===== config.mk =====
export PLATFORM = sky130hd
export DESIGN_NAME = phase_seq
export DESIGN_NICKNAME = d
export VERILOG_FILES = /design/src/rtl/phase_seq.sv
export SDC_FILE = /design/constraint.sdc
export NUM_CORES = 1
export LEC_CHECK = 0
export CAP_MARGIN = 10
export CORE_ASPECT_RATIO = 0.75
export CORE_MARGIN = 2
export CORE_UTILIZATION = 50
export DETAILED_ROUTE_END_ITERATION = 16
export PLACE_DENSITY = 0.8
export SYNTH_ARGS = -nofsm -noshare
export SYNTH_HDL_FRONTEND = slang
export SYNTH_SLANG_ARGS = --single-unit

===== constraint.sdc =====
create_clock -name clk -period 6 [get_ports clk]
set_clock_uncertainty 0.1 [all_clocks]
set_input_delay 0.6 -clock clk [delete_from_list [all_inputs] [get_ports clk]]
set_output_delay 0.6 -clock clk [all_outputs]
set_load 0.005 [all_outputs]

===== src/rtl/phase_seq.sv =====
// Multi-cycle core phase sequencer: walks PHASES phases per instruction, with memory
// handshakes, run/idle, single-step, halt, ack timeout and a retired-instruction counter.
module phase_seq #(
  parameter int unsigned PHASES      = 5,
  parameter int unsigned FETCH_PHASE = 0,
  parameter int unsigned MEM_PHASE   = 3,
  parameter int unsigned WB_PHASE    = 4,
  parameter int unsigned CNTW        = 32,
  parameter int unsigned TIMEOUT     = 15
) (
  input  logic                      clk,
  input  logic                      nreset,
  input  logic                      run,
  input  logic                      step_mode,
  input  logic                      step_req,
  input  logic                      halt_in,
  input  logic                      mem_access,
  output logic                      imem_req,
  input  logic                      imem_ack,
  output logic                      dmem_req,
  input  logic                      dmem_ack,
  output logic [$clog2(PHASES)-1:0] phase,
  output logic [PHASES-1:0]         phase_en,
  output logic                      stall,
  output logic                      halted,
  output logic                      timeout_err,
  output logic [CNTW-1:0]           retired
);

  localparam int unsigned PW = $clog2(PHASES);
  localparam int unsigned WW = $clog2(TIMEOUT + 1);

  typedef enum logic [1:0] {
    S_IDLE,
    S_ACTIVE,
    S_STEP_WAIT,
    S_HALT
  } state_t;

  state_t          state, state_d;
  logic [PW-1:0]   phase_d;
  logic [WW-1:0]   wait_cnt, wait_d;
  logic [CNTW-1:0] retired_d;
  logic            timeout_d;

  logic is_fetch, is_mem, need_ack, ack_seen, done;

  // State register; reset overrides any in-flight handshake
  always_ff @(posedge clk) begin
    if (!nreset) begin
      state       <= S_IDLE;
      phase       <= PW'(FETCH_PHASE);
      wait_cnt    <= '0;
      retired     <= '0;
      timeout_err <= 1'b0;
    end else begin
      state       <= state_d;
      phase       <= phase_d;
      wait_cnt    <= wait_d;
      retired     <= retired_d;
      timeout_err <= timeout_d;
    end
  end

  assign halted = (state == S_HALT);

  // Which handshake (if any) gates completion of the current phase
  always_comb begin
    is_fetch = (state == S_ACTIVE) && (phase == PW'(FETCH_PHASE));
    is_mem   = (state == S_ACTIVE) && (phase == PW'(MEM_PHASE)) && mem_access;
    need_ack = is_fetch || is_mem;
    ack_seen = (is_fetch && imem_ack) || (is_mem && dmem_ack);
    done     = (state == S_ACTIVE) && (!need_ack || ack_seen);
  end

  // Next-state and handshake outputs
  always_comb begin
    state_d   = state;
    phase_d   = phase;
    wait_d    = wait_cnt;
    retired_d = retired;
    timeout_d = timeout_err;
    imem_req  = 1'b0;
    dmem_req  = 1'b0;
    stall     = 1'b0;
    phase_en  = '0;

    case (state)
      S_IDLE: begin
        if (run) begin
          state_d = S_ACTIVE;
          phase_d = PW'(FETCH_PHASE);
        end
      end

      S_ACTIVE: begin
        imem_req = is_fetch;
        dmem_req = is_mem;
        if (done) begin
          phase_en = PHASES'(1) << phase;
          wait_d   = '0;
          if (phase == PW'(WB_PHASE)) begin
            retired_d = retired + CNTW'(1);
            phase_d   = PW'(FETCH_PHASE);
            if (halt_in)        state_d = S_HALT;
            else if (step_mode) state_d = S_STEP_WAIT;
            else if (!run)      state_d = S_IDLE;
          end else begin
            phase_d = phase + PW'(1);
          end
        end else begin
          stall = 1'b1;
          // An ack is still accepted in the cycle where the count has reached TIMEOUT
          if (wait_cnt == WW'(TIMEOUT)) begin
            timeout_d = 1'b1;
            state_d   = S_HALT;
            wait_d    = '0;
          end else begin
            wait_d = wait_cnt + WW'(1);
          end
        end
      end

      S_STEP_WAIT: begin
        if (step_req) begin
          state_d = S_ACTIVE;
          phase_d = PW'(FETCH_PHASE);
        end
      end

      S_HALT: begin
      end

      default: begin
        state_d = S_IDLE;
      end
    endcase
  end

endmodule


==> impl_metrics.ini, run 1 <==
[power]
switching_power_uw = 146
pwr-share-seq_pct = 53.0
leakage_uw = 0.000943
internal_power_uw = 400
clockPowerShare_pct = 31.0
power.density_mw_per_mm2 = 185
ir_drop_mv = 0.115
combPwrFrac_pct = 16.0
netSwitchingFraction_pct = 26.7

[grt]
grt_pass1_wl_mm = 9.03
grt-ovfl-total = 0
grt_usage_pct = 20.1
grt_max_degree = 32
grt_pass1_vias = 1974
antenna_found_initial = 0

[timing]
finalCritPeriodShare_pct = 60.6
maxSlewViolCount = 0
worstMarginPinSlew_ns = 1.05
setup-tns-final_ns = 0
fin_crit_ns = 3.63
report.final.hold_viol_count = 0
fmax_mhz = 275
finalSetupViolCount = 0
relSlewSlack_pct = 30.0
hold_slack_ns = 0.377
grt_setup_unrepaired = no

[synthesis]
synth_area_mm2 = 0.00236
ys_async_sr_fraction_pct = 0
syn-num-nets = 301
ys_types = 43
syn_inst = 285
yosysSeqAreaShare_pct = 35.6
ys.flop_type = dfxtp_1
ys_warn_count = 0
syn_avg_cell_area_um2 = 8.30
synth_edf_count = 0
ys_ff_latch = 42

[die]
dieArea_mm2 = 0.00530
fp.dieH_um = 63.6
ios = 54
initial_core_util_pct = 52.6
dieWidth_um = 83.4
coreArea_mm2 = 0.00449
rows = 21

[cts]
ctsHtreeMaxLevel = 2
cts_buffers = 5
post_cts_buffers = 0
cts_root_buf = clkbuf_8
cts_sinks = 42
cts_resized = 0
ctsHoldBuffers = 0
worstSkewPairLatency_ns = 0.29
cts_buffer_depth = 2
cts_tree = done
clk_transition_reported_paths_ns = 0.08

[placed_design]
place.gp.congestion = 0.751
postPlaceCellArea_mm2 = 0.00288
portBuffers = 53
dp_hpwl_mm = 3.72
dp_cells = 379

[run_status]
status = finished, final reports clean

[critical_path]
cp_max_fo = 11
slowest_delay_ns = 0.76
critical_path_arrival_ns = 2.93
crit_type = reg -> out
path_cells = inv_1 > ha_1 > and3_1 > a211oi_1 > nand2b_1 > nor3b_1 > clkdlybuf4s50_1
required_ns = 5.30
critPathLaunchType = flip-flop
critical_path.slowest_cell = a211oi_1
endpoint_kind = output pin

[routing]
drc_errors = 0
vias = 2252
finalWirelength_mm = 5.31
first_pass_iters = 4
drtAntennaViolNets = 0
via_per_inst = 5.83
wl_per_cell_um = 13.8
initialDrtViolationCount = 108

[flow_run]
max-cap-violations = 0

[cells_and_area]
syn2layout_area_growth_pct = 25.2
fin_area_mm2 = 0.00296
antenna_cells = 0
layout.cells.non_filler = 386
finish.net_count = 345
fill_cells = 373
layout-drive-gt1-share_pct = 4.26

[hold_path]
hold_path.class = reg -> reg
## cells by family after synthesis
group	count (synthesis)	share of synthesized area (%)
AND/OR/NAND/NOR	140	34.6
AO/OA/AOI/OAI	50	13.5
flip-flops	42	35.6
buffers and inverters	28	5.50
multiplexers	10	4.23
XOR/XNOR	8	2.96
adder cells (fa/ha/maj)	7	3.70
## routing by layer
| metal | vias to the layer above | global-route usage [%] | share of wire [%] |
|---|---|---|---|
| li1 | 1144 | - | - |
| met1 | 1055 | 27.2 | 49 |
| met2 | 51 | 32.6 | 45 |
| met3 | 2 | 4.46 | 5.0 |
| met4 | 0 | 5.65 | 0.41 |
| met5 | - | 0 | 0 |
## final timing paths
path	from	endpoint	slack (ns)	cells past startpoint
max	phase[2]$_SDFFE_PN0P_	phase_en[1]	2.37	7
min	retired[31]$_SDFFE_PN0P_	retired[31]$_SDFFE_PN0P_	0.38	2
max reg2reg	phase[2]$_SDFFE_PN0P_	retired[21]$_SDFFE_PN0P_	3.23	6
min reg2reg	retired[31]$_SDFFE_PN0P_	retired[31]$_SDFFE_PN0P_	0.38	2
## critical path: cells and delay by family, from the launching register on
| kind | cells | cell delay [ns] |
|---|---|---|
| flip-flops | 1 | 0.52 |
| buffers and inverters | 2 | 0.56 |
| AND/OR/NAND/NOR | 3 | 0.55 |
| adder cells (fa/ha/maj) | 1 | 0.26 |
| AO/OA/AOI/OAI | 1 | 0.76 |
## per-stage QoR
step	util (%)	setup WS [ns]	total power, uW
after floorplan	-	3.49	348
after global placement	64.1	2.57	380
after detailed placement	64.1	2.50	382
after CTS	65.9	2.43	550
after global routing	65.9	2.26	575
final	65.9	2.37	546
## registers in the layout, summed over array words and instances, names as in the netlist
signal	count
state	2
wait_cnt	4
retired	32
timeout_err	1
phase	3
## power by group through the flow
| stage | clock (uW) | sequential, uW | combinational, uW |
|---|---|---|---|
| 2_1_floorplan | 0 | 295 | 53.0 |
| 3_3_place_gp | 0 | 296 | 84.0 |
| 3_5_place_dp | 0 | 296 | 86.0 |
| 4_1_cts | 174 | 290 | 86.5 |
| 5_1_grt | 188 | 291 | 96.0 |
| 6_report | 169 | 290 | 87.5 |
## synthesized netlist by cell type, drive strengths merged (2+ instances only)
master	instances	area (um^2)
a21oi	21	105
and2	2	12.5
and3	4	25.0
and3b	2	17.5
and4	6	52.6
buf	5	43.8
clkbuf	11	41.3
dfxtp	42	841
ha	7	87.6
inv	12	45.0
mux2i	10	100
nand2	30	113
nand2b	11	68.8
nand3	17	85.1
nand3b	3	22.5
nand4	8	50.1
nor2	15	56.3
nor2b	2	12.5
nor3	5	25.0
nor3b	2	15.0
nor4	11	93.8
o211ai	2	15.0
o21ai	6	30.0
o311ai	2	17.5
o31ai	12	90.1
or3	5	31.3
or4	13	101
xnor2	5	43.8
xor2	3	26.3
## layout by cell type (no fill, tap or decap), types with 6 or more instances in the layout
cell type / n
a21oi_1: 21
and4_1: 6
clkdlybuf4s50_1: 53
dfxtp_1: 42
ha_1: 7
inv_1: 12
mux2i_1: 10
nand2_1: 30
nand2b_1: 11
nand3_1: 17
nand4_1: 8
nor2_1: 15
nor4_1: 7
o21ai_0: 6
o31ai_1: 12
or4_1: 12
## area by class of cell
type	count	area, um^2	share of cell area (%)
Timing Repair Buffer	53	531	17.9
Sequential cell	42	841	28.4
Tap cell	57	71.3	2.41
Inverter	12	45.0	1.52
Clock buffer	5	68.8	2.32
Clock inverter	2	10.0	0.338
Multi-Input combinational cell	215	1390	47.1
Power figures use the tool's default switching activity.
==> run 2: changes to the inputs <==
- CORE_UTILIZATION: 50 -> 45
- PLACE_DENSITY: 0.8 -> 0.76
- clock period: 6 -> 2.9 ns (I/O delays scaled with it)
==> run 2 against run 1 <==
- worst hold slack got worse by 0.0028 ns
- setup slack got worse by 2.2 ns
- critical path depth unchanged
- total power increased by 120%
- register-to-register slack got worse by 2.8 ns
- combinational power increased by 120%
- core utilization decreased by 4.9 points
- critical endpoint is now phase_en[2]
- highest routed layer unchanged
==> impl_metrics.ini, run 2 (synthesis gave the netlist of run 1 again) <==
[cells_and_area]
top_regs = retired x32, wait_cnt x4, phase x3
largest_register_ffs = 32
syn2layout_area_growth_pct = 28.5
finish.net_count = 350
layout-drive-gt1-share_pct = 6.87
postLayoutCoreUtil_pct = 61.0
layout_common_cells = clkdlybuf4s50_1 (53), dfxtp_1 (40), nand2_1 (30)
fin_area_mm2 = 0.00304
antenna_cells = 0
final_common_cell = clkdlybuf4s50_1
top_register = retired

[grt]
grt_max_degree = 31
antenna_found_initial = 0
grt-ovfl-total = 0
grt_pass1_wl_mm = 9.25
grt_pass1_vias = 2027
grt_usage_pct = 19.8

[routing]
drtAntennaViolNets = 0
via_per_inst = 5.65
finalWirelength_mm = 5.55
wl_per_cell_um = 13.6
drc_errors = 0
first_pass_iters = 4
vias = 2299
initialDrtViolationCount = 141

[placed_design]
postPlaceCellArea_mm2 = 0.00294
portBuffers = 53
place.gp.congestion = 0.826
dp_hpwl_mm = 3.97

[hold_path]
hold_path.class = reg -> reg

[timing]
fin_crit_ns = 2.75
report.final.hold_viol_count = 0
worstMarginPinSlew_ns = 0.625
finalSetupViolCount = 0
fmax_mhz = 363
maxSlewViolCount = 0
hold_slack_ns = 0.374
relSlewSlack_pct = 58.3
setup-tns-final_ns = 0
finalCritPeriodShare_pct = 95.0

[cts]
cts_buffer_depth = 2
cts_tree = done
post_cts_buffers = 0
cts_buffers = 5
ctsHtreeMaxLevel = 2
clk_transition_reported_paths_ns = 0.08
cts_sinks = 42
cts_root_buf = clkbuf_8
worstSkewPairLatency_ns = 0.30

[critical_path]
cp_max_fo = 8
required_ns = 2.51
endpoint_kind = output pin
critPathLaunchType = flip-flop
crit_type = reg -> out
critical_path_arrival_ns = 2.36

[flow_run]
max-cap-violations = 0

[run_status]
status = finished, final reports clean

[die]
dieWidth_um = 87.7
coreArea_mm2 = 0.00498
ios = 54
fp.dieH_um = 66.8
initial_core_util_pct = 47.5
dieArea_mm2 = 0.00586
rows = 22

[power]
leakage_uw = 0.000973
ir_drop_mv = 0.245
power.density_mw_per_mm2 = 394
[run 2: repair_timing]
| action | 4_1_cts | 5_1_grt |
|---|---|---|
| hold buffers | 0 | 0 |
| setup endpoints to repair | 0 | 4 |
| gates resized for setup | 0 | 4 |
[run 2: worst max-delay path: stages (launching register included)]
cell and delay, ns:
dfxtp_1 0.39, inv_1 0.10, ha_1 0.28, nand2b_1 0.21
a211oi_2 0.12, nand2b_1 0.22, nor3b_1 0.23, clkdlybuf4s50_1 0.53
[run 2: final timing paths]
check | from | end | cells after the start | slack (ns)
setup / recovery | phase[1]$_SDFFE_PN0P_ | phase_en[2] | 7 | 0.15
setup reg to reg | phase[0]$_SDFFE_PN0P_ | retired[17]$_SDFFE_PN0P_ | 6 | 0.39
hold reg to reg | retired[31]$_SDFFE_PN0P_ | retired[31]$_SDFFE_PN0P_ | 2 | 0.37
hold / removal | retired[31]$_SDFFE_PN0P_ | retired[31]$_SDFFE_PN0P_ | 2 | 0.37
[run 2: power breakdown]
part	total [uW]	switching, uW	leakage (uW)	internal [uW]
clock	402	209	0.0000482	192
combinational	194	103	0.000585	91.2
sequential	601	13.7	0.000340	587
total	1200	326	0.000973	871
[run 2: metrics by stage]
stage	instances	setup slack, ns	total power [uW]
final	407	0.145	1200
after global routing	407	-0.0108	1240
after CTS	407	0.0237	1200
after detailed placement	399	0.304	803
after global placement	399	0.368	802
after floorplan	285	0.388	720
[run 2: cell type report]
| cell class | count | area (um^2) |
|---|---|---|
| inverter | 12 | 45.0 |
| sequential | 42 | 843 |
| timing repair buffer | 58 | 568 |
| clock inverter | 1 | 5.00 |
| multi-input combinational | 215 | 1400 |
| fill | 454 | 1940 |
| tap | 72 | 90.1 |
| clock buffer | 7 | 86.3 |
[run 2: metal layers]
layer	vias to the layer above	share of wire [%]	global-route usage, %
met5	-	0	0
met2	53	42	30.1
met1	1092	54	28.4
met4	0	0.96	5.38
li1	1146	-	-
met3	8	3.6	3.84
